`config.mk`:
```
export PLATFORM = sky130hd
export DESIGN_NAME = rs_age_ordered
export DESIGN_NICKNAME = d
export VERILOG_FILES = /design/src/rtl/rs_age_ordered.sv
export SDC_FILE = /design/constraint.sdc
export NUM_CORES = 2
export LEC_CHECK = 0
export CAP_MARGIN = 20
export CORE_UTILIZATION = 35
export CTS_BUF_LIST = sky130_fd_sc_hd__clkbuf_16
export DETAILED_ROUTE_END_ITERATION = 6
export PLACE_DENSITY = 0.54
export SYNTH_ARGS = -nofsm -noshare
export SYNTH_HDL_FRONTEND = slang
export SYNTH_SLANG_ARGS = --single-unit
```
`constraint.sdc`:
```
create_clock -name clk -period 32.7 [get_ports clk]
set_input_delay 8.175 -clock clk [delete_from_list [all_inputs] [get_ports clk]]
set_output_delay 8.175 -clock clk [all_outputs]
set_load 0.01 [all_outputs]
```
`src/rtl/rs_age_ordered.sv`:
```
// rs_age_ordered: reservation station with CDB wakeup, dispatch-time forwarding and
// oldest-ready issue to the ALU through a held valid/ready output register.
module rs_age_ordered #(
  parameter int DEPTH  = 16,
  parameter int TAG_W  = 4,
  parameter int DATA_W = 32,
  parameter int OPT_W  = 6,
  parameter int CDB_N  = 2
) (
  input  logic                      clk,
  input  logic                      rst,
  input  logic                      rdy,
  input  logic                      flush,
  input  logic                      disp_valid,
  output logic                      disp_ready,
  input  logic [OPT_W-1:0]          disp_op,
  input  logic [TAG_W-1:0]          disp_dest,
  input  logic [TAG_W-1:0]          disp_qi,
  input  logic [TAG_W-1:0]          disp_qj,
  input  logic [DATA_W-1:0]         disp_vi,
  input  logic [DATA_W-1:0]         disp_vj,
  input  logic [DATA_W-1:0]         disp_imm,
  input  logic [DATA_W-1:0]         disp_pc,
  input  logic [CDB_N-1:0]          cdb_valid,
  input  logic [CDB_N*TAG_W-1:0]    cdb_tag,
  input  logic [CDB_N*DATA_W-1:0]   cdb_data,
  output logic                      iss_valid,
  input  logic                      iss_ready,
  output logic [OPT_W-1:0]          iss_op,
  output logic [TAG_W-1:0]          iss_dest,
  output logic [DATA_W-1:0]         iss_vi,
  output logic [DATA_W-1:0]         iss_vj,
  output logic [DATA_W-1:0]         iss_imm,
  output logic [DATA_W-1:0]         iss_pc,
  output logic [$clog2(DEPTH):0]    count
);
  localparam int RW = $clog2(DEPTH);
  localparam int CW = RW + 1;
  localparam logic [CW-1:0] FULL = CW'(DEPTH);
  logic              r_busy [DEPTH];
  logic [OPT_W-1:0]  r_op   [DEPTH];
  logic [TAG_W-1:0]  r_dest [DEPTH];
  logic [TAG_W-1:0]  r_qi   [DEPTH];
  logic [TAG_W-1:0]  r_qj   [DEPTH];
  logic [DATA_W-1:0] r_vi   [DEPTH];
  logic [DATA_W-1:0] r_vj   [DEPTH];
  logic [DATA_W-1:0] r_imm  [DEPTH];
  logic [DATA_W-1:0] r_pc   [DEPTH];
  logic [RW-1:0]     r_rank [DEPTH];
  logic              w_cv [CDB_N];
  logic [TAG_W-1:0]  w_ct [CDB_N];
  logic [DATA_W-1:0] w_cd [CDB_N];
  logic [TAG_W-1:0]  w_qi [DEPTH];
  logic [TAG_W-1:0]  w_qj [DEPTH];
  logic [DATA_W-1:0] w_vi [DEPTH];
  logic [DATA_W-1:0] w_vj [DEPTH];
  logic [TAG_W-1:0]  w_fqi, w_fqj;
  logic [DATA_W-1:0] w_fvi, w_fvj;
  logic [RW-1:0]     w_free, w_sel, w_sel_rank, w_new_rank;
  logic              w_any, w_alloc, w_adv, w_issue;
  // tag 0 means "no dependency", so a broadcast of tag 0 never matches anything
  for (genvar k = 0; k < CDB_N; k++) begin : g_cdb
    assign w_ct[k] = cdb_tag[k*TAG_W +: TAG_W];
    assign w_cd[k] = cdb_data[k*DATA_W +: DATA_W];
    assign w_cv[k] = cdb_valid[k] && w_ct[k] != '0;
  end
  assign disp_ready = count < FULL;
  assign w_alloc    = disp_valid && disp_ready;
  assign w_adv      = !iss_valid || iss_ready;
  assign w_issue    = w_adv && w_any;
  assign w_new_rank = RW'(count - CW'(w_issue));
  always_comb begin
    w_fqi = disp_qi;
    w_fqj = disp_qj;
    w_fvi = disp_vi;
    w_fvj = disp_vj;
    for (int p = CDB_N - 1; p >= 0; p--) begin
      if (w_cv[p] && w_ct[p] == disp_qi) begin
        w_fqi = '0;
        w_fvi = w_cd[p];
      end
      if (w_cv[p] && w_ct[p] == disp_qj) begin
        w_fqj = '0;
        w_fvj = w_cd[p];
      end
    end
  end
  always_comb begin
    for (int i = 0; i < DEPTH; i++) begin
      w_qi[i] = r_qi[i];
      w_qj[i] = r_qj[i];
      w_vi[i] = r_vi[i];
      w_vj[i] = r_vj[i];
      for (int p = CDB_N - 1; p >= 0; p--) begin
        if (w_cv[p] && w_ct[p] == r_qi[i]) begin
          w_qi[i] = '0;
          w_vi[i] = w_cd[p];
        end
        if (w_cv[p] && w_ct[p] == r_qj[i]) begin
          w_qj[i] = '0;
          w_vj[i] = w_cd[p];
        end
      end
    end
  end
  always_comb begin
    w_free     = '0;
    w_sel      = '0;
    w_sel_rank = '0;
    w_any      = 1'b0;
    for (int i = DEPTH - 1; i >= 0; i--)
      if (!r_busy[i]) w_free = RW'(i);
    for (int i = 0; i < DEPTH; i++)
      if (r_busy[i] && r_qi[i] == '0 && r_qj[i] == '0 && (!w_any || r_rank[i] < w_sel_rank)) begin
        w_any      = 1'b1;
        w_sel      = RW'(i);
        w_sel_rank = r_rank[i];
      end
  end
  always_ff @(posedge clk) begin
    if (rst || flush) begin
      count     <= '0;
      iss_valid <= 1'b0;
      iss_op    <= '0;
      iss_dest  <= '0;
      iss_vi    <= '0;
      iss_vj    <= '0;
      iss_imm   <= '0;
      iss_pc    <= '0;
      for (int i = 0; i < DEPTH; i++) begin
        r_busy[i] <= 1'b0;
        r_rank[i] <= '0;
      end
    end else if (rdy) begin
      count <= (w_alloc && !w_issue) ? count + 1'b1 : (!w_alloc && w_issue) ? count - 1'b1 : count;
      if (w_adv) iss_valid <= w_any;
      if (w_issue) begin
        iss_op   <= r_op[w_sel];
        iss_dest <= r_dest[w_sel];
        iss_vi   <= r_vi[w_sel];
        iss_vj   <= r_vj[w_sel];
        iss_imm  <= r_imm[w_sel];
        iss_pc   <= r_pc[w_sel];
      end
      // the free slot is chosen from pre-edge state, so a slot issuing now is never reused this edge
      for (int i = 0; i < DEPTH; i++) begin
        if (w_alloc && w_free == RW'(i)) begin
          r_busy[i] <= 1'b1;
          r_op[i]   <= disp_op;
          r_dest[i] <= disp_dest;
          r_qi[i]   <= w_fqi;
          r_qj[i]   <= w_fqj;
          r_vi[i]   <= w_fvi;
          r_vj[i]   <= w_fvj;
          r_imm[i]  <= disp_imm;
          r_pc[i]   <= disp_pc;
          r_rank[i] <= w_new_rank;
        end else if (r_busy[i]) begin
          r_busy[i] <= !(w_issue && w_sel == RW'(i));
          r_qi[i]   <= w_qi[i];
          r_qj[i]   <= w_qj[i];
          r_vi[i]   <= w_vi[i];
          r_vj[i]   <= w_vj[i];
          if (w_issue && r_rank[i] > w_sel_rank) r_rank[i] <= r_rank[i] - 1'b1;
        end
      end
    end
  end
endmodule

```
[Word level (Yosys, flattened, before mapping)]
Memories as Yosys holds them, arrays and structs flattened. A register that Yosys moved wholly into a read port is not among the register bits.
Cells that the tools add are included.
Operators by class
  add/sub/neg operators: 19
  magnitude comparators: 32
  eq/ne operators: 130
  mux-type cells: 751
  bitwise operators: 128
  reductions and logical operators: 352
Operators by type and width (count)
  $mux 32: 130
  $mux 4: 253
  $reduce_or 32->1: 30
  $mux 1: 351
  $eq 4x4->1: 68
  $logic_and 1x1->1: 169
  $logic_not 4->1: 34
  $or 1x1->1: 128
  $mux 6: 15
  $reduce_or 6->1: 15
  $reduce_and 2->1: 35
  $eq 4x4->1 const B: 16
  $gt 4x4->1: 16
  $ne 2x2->1 const B: 32
  $sub 4x1->4 const B: 16
  $lt 4x4->1: 15
  $reduce_or 4->1: 15
  $logic_not 1->1: 34
  $eq 4x3->1 const B: 8
  $logic_or 1x1->1: 17
  $eq 4x2->1 const B: 4
  $mux 5: 2
  $eq 4x1->1 const B: 2
  $reduce_bool 4->1: 2
  other kinds (5): 5
Word-level totals
  register bits after elaboration: 6
  bits in writable memories: 2416
  input port bits: 226
  memories: 10
Memories
  r_imm: words 16, width 32, read ports 1, clocked after memory_dff 1, wr ports 1, RTL line 47  | logic [DATA_W-1:0] r_imm [DEPTH];
  r_pc: words 16, width 32, read ports 1, clocked after memory_dff 1, wr ports 1, RTL line 48  | logic [DATA_W-1:0] r_pc [DEPTH];
  r_vi: words 16, width 32, read ports 1, clocked after memory_dff 1, wr ports 16, RTL line 45  | logic [DATA_W-1:0] r_vi [DEPTH];
  r_vj: words 16, width 32, read ports 1, clocked after memory_dff 1, wr ports 16, RTL line 46  | logic [DATA_W-1:0] r_vj [DEPTH];
  r_op: words 16, width 6, read ports 1, clocked after memory_dff 1, wr ports 1, RTL line 41  | logic [OPT_W-1:0] r_op [DEPTH];
  r_dest: words 16, width 4, read ports 1, clocked after memory_dff 1, wr ports 1, RTL line 42  | logic [TAG_W-1:0] r_dest [DEPTH];
  4 more memories

[Depth between registers and ports, before layout]
An unclocked memory read counts as a cell.
  depth in word-level cells: 74
  mapped depth: 131
  depth with buffers taken out: 127

[Least setup slack after synthesis]
Ideal clock, no wire load.
  kind: flip-flop to flip-flop
  from: memory r_qi[0][3]
  to: memory r_rank[1][9] in the netlist's numbering (data pin)
  library setup time: 0.140 ns
  arrival time: 23.225 ns
  required time: 32.560 ns
  path slack: 9.335 ns
  stages on the path, launching flop included: 121
  buffers on the path: 3
  period minus slack after synthesis: 23.365 ns
  path through: edfxtp_1 -> nor4_1 -> and4_1 -> buf_4 -> nand2_1 -> ha_1 -> a21oi_1 -> o22ai_1 -> o21ai_1 -> and2_1 -> nor2_1 -> a21oi_1 -> ha_1 -> a21oi_1 -> o21ai_0 -> a21oi_1 -> a31oi_2 -> mux2_2 -> [85 not listed] -> a31o_2 -> buf_2 -> nor2_1 -> a21oi_1 -> ha_1 -> a21o_1 -> a21oi_1 -> a21boi_1 -> o21ai_2 -> o21ai_0 -> ha_1 -> inv_1 -> a21o_1 -> maj3_1 -> a21oi_1 -> nand4b_1 -> mux2_2 -> nor2_1
RTL lines
  from (decl): RTL line 43  | logic [TAG_W-1:0] r_qi [DEPTH];
  to (decl): RTL line 49  | logic [RW-1:0] r_rank [DEPTH];

==> flow_summary.ini <==
[job]
drv_cap = 0

[global_routing]
grt_usage_pct = 27.5
grt_pass1_wl_microns = 720000
gr-total-overflow = 0
antenna_found_initial = 48
grt_pass1_vias = 94300
grt_max_degree = 143

[drt]
dr_wl_met2_microns = 240000
met3RoutedLength_microns = 49000
drt-total-wl_microns = 522000
top_layer = met5
via_per_inst = 6.12
wl_met1_microns = 198000
via_count = 97200
wire_per_inst_microns = 32.9
drt-initial-drc-count = 12800
ant_nets = 0
drc = 14
first_pass_iters = 7

[synthesis]
synth_commonest_cells = 2416 x edfxtp_1, 1526 x nand2_1, 1345 x mux2i_1
synth_seq_area_share_pct = 59.2
yosys_warnings = 0
synth_edf_count = 2416
synth_nets = 11200
synth_area_leaders = edfxtp_1 57%, mux2i_1 11%, o21ai_0 4.6%
synth_top_cell_area_share_pct = 57.0
syn_area_per_cell_sq_um = 11.7
async_flop_share_pct = 0
synth_cell_types = 114
synth.most_common_cell = edfxtp_1
synth-seq-cells = 2560
netlist_instances = 10900
ys.flop_type = edfxtp_1
synth_area_sq_um = 127000
yosys.area.top_type = edfxtp_1

[critical_path]
cpMaxStageDelayCell = buf_4
worstPathRequired_ns = 33.46
crit_top_cell = ha_1
crit_fanout = 106
start_kind = flop
crit_type = reg2reg
end_kind = flop
slowest_delay_ns = 0.86
cp.arrival_ns = 29.17

[floorplan]
ioPinCount = 371
die_w_microns = 605
initial_core_util_pct = 35.1
coreArea_sq_um = 362000
dieArea_sq_um = 366000
fp-row-count = 221
dieHeight_microns = 605

[sta]
max-slew-margin-rel_pct = 17.3
slew_violations = 0
rsz0062_at_grt = no
hold_viol = 0
fin_skew_ns = 0.0474
fmax_mhz = 35.2
period_share_pct = 86.9
layout_min_cycle_time_ns = 28.41
setup-tns-final_ns = 0
worst_pin_slew_ns = 1.24
whs_ns = 0.474
finalSetupViolations = 0

[clocking]
cts_resized = 0
clk_pin_slew_ns = 0.06
post_cts_buffers = 0
root_buffer = clkbuf_16
htreeDepth = 5
clk_latency_ns = 0.90
cts_tree = yes
clockBufferDepth = 4
numCtsBuffers = 289
cts.sinks = 2560
postCtsHoldBufs = 0

[place]
hpwl_microns = 292000
placed_area_sq_um = 136000
place_congestion = 0.889
portBuffers = 370

[layout]
fin_nets = 11200
n_fill_cell = 33900
areaGrowthSynthToFinish_pct = 14.1
drive_above_1_share_pct = 9.31
stdcell_area_sq_um = 145000

[run_status]
violations = design-rule violations
status = complete, but fails checks

[power_and_ir_drop]
vdd.ir_drop.worst_uv = 35.0
power_density_nw_per_um2 = 49.5
p_leak_nw = 48.2

[min_path]
hold_class = reg2reg
[power by group]
group / switching [W] / total [W] / internal, W
sequential: 0.0000144 / 0.00363 / 0.00361
combinational: 0.000317 / 0.000469 / 0.000152
clock: 0.00136 / 0.00310 / 0.00174
total: 0.00169 / 0.00719 / 0.00550
[cell type report]
class / instances / area [sq um] / share of cell area (%)
diodes: 21 / 52.6 / 0.0362
clock buffers: 297 / 7430 / 5.12
repair buffers: 733 / 6450 / 4.44
well taps: 4794 / 6000 / 4.13
clock inverters: 219 / 1320 / 0.910
inverters: 92 / 388 / 0.267
flip-flops and latches: 2560 / 75400 / 51.9
multi-input cells: 7161 / 48200 / 33.2
[layout by cell type, fill, tap and decap left out, types with 18 or more instances in the layout]
cell	count
a31oi_1	34
dfxtp_1	144
clkdlybuf4s50_1	347
nor2_4	38
a221oi_1	427
buf_4	349
nand2_1	1487
o221ai_1	64
mux2i_1	1345
xor2_1	25
nand4_1	92
nand3_1	52
inv_1	167
nor3_1	88
buf_2	25
xnor2_1	301
clkinv_2	36
nor4_1	18
diode_2	21
o21ai_1	91
nand2_2	27
clkinv_1	62
ha_1	97
o21ai_0	1142
a21oi_1	295
a221o_1	125
nand4b_1	18
mux2_2	77
clkbuf_16	297
or3_1	25
and3_1	30
a211oi_1	28
nor2_1	525
edfxtp_1	2416
o21ai_4	33
a211o_1	42
o22ai_1	120
a22oi_1	185
a21o_1	27
[state kept, by name (all words and copies together), names as in the netlist]
| signal | flops |
|---|---|
| r_imm | 512 |
| r_pc | 512 |
| r_vi | 512 |
| r_vj | 512 |
| r_op | 96 |
| r_dest | 64 |
| r_qi | 64 |
| r_qj | 64 |
| r_rank | 64 |
| iss_imm | 32 |
| iss_pc | 32 |
| iss_vi | 32 |
| iss_vj | 32 |
| r_busy | 16 |
| iss_op | 6 |
| count | 5 |
| iss_dest | 4 |
| iss_valid | 1 |
[worst paths after layout]
kind | slack (ns) | start | cells after the start | to
max | 4.29 | r_qi[0][3]$_SDFFCE_PP0P_ | 120 | iss_vi[11]$_SDFFE_PP0P_
min | 0.47 | iss_vi[19]$_SDFFE_PP0P_ | 1 | iss_vi[19]$_SDFFE_PP0P_
max reg2reg | 4.29 | r_qi[0][3]$_SDFFCE_PP0P_ | 120 | iss_vi[11]$_SDFFE_PP0P_
min reg2reg | 0.47 | iss_vi[19]$_SDFFE_PP0P_ | 1 | iss_vi[19]$_SDFFE_PP0P_
[critical path, delay by kind of cell (launching register included)]
kind / cells / cell delay, ns
mux: 3 / 1.10
fa+ha+maj: 16 / 4.81
flops: 1 / 0.43
compound gates: 53 / 12.74
simple gates: 44 / 7.39
buf+inv: 4 / 1.59
[logic make-up (layout without fill, tap and decap cells)]
logic type,count (synthesis),after routing,synth area share (%)
compound gates,2795,2795,14.3
fa+ha+maj,111,111,1.07
simple gates,2504,2504,8.19
flops,2560,2560,59.2
mux,1423,1423,11.3
xor+xnor,328,328,2.26
buf+inv,1199,1341,3.66
other cells,0,21,0
[through the flow]
step	instances	util (%)	setup slack [ns]	total power [W]
5_1_grt	15900	40.1	2.35	0.00737
4_1_cts	15800	40.0	4.73	0.00721
3_3_place_gp	15300	37.6	5.08	0.00413
2_1_floorplan	10900	-	9.34	0.00395
6_report	15900	40.1	4.29	0.00719
3_5_place_dp	15300	37.6	4.80	0.00415
[routing by layer]
layer  vias up  track usage (%)
met5         -                0
met4        18             16.2
met3      1438             5.02
met2      5854             45.0
met1     48900             34.1
li1      41000                -
Power figures use the tool's default switching activity.
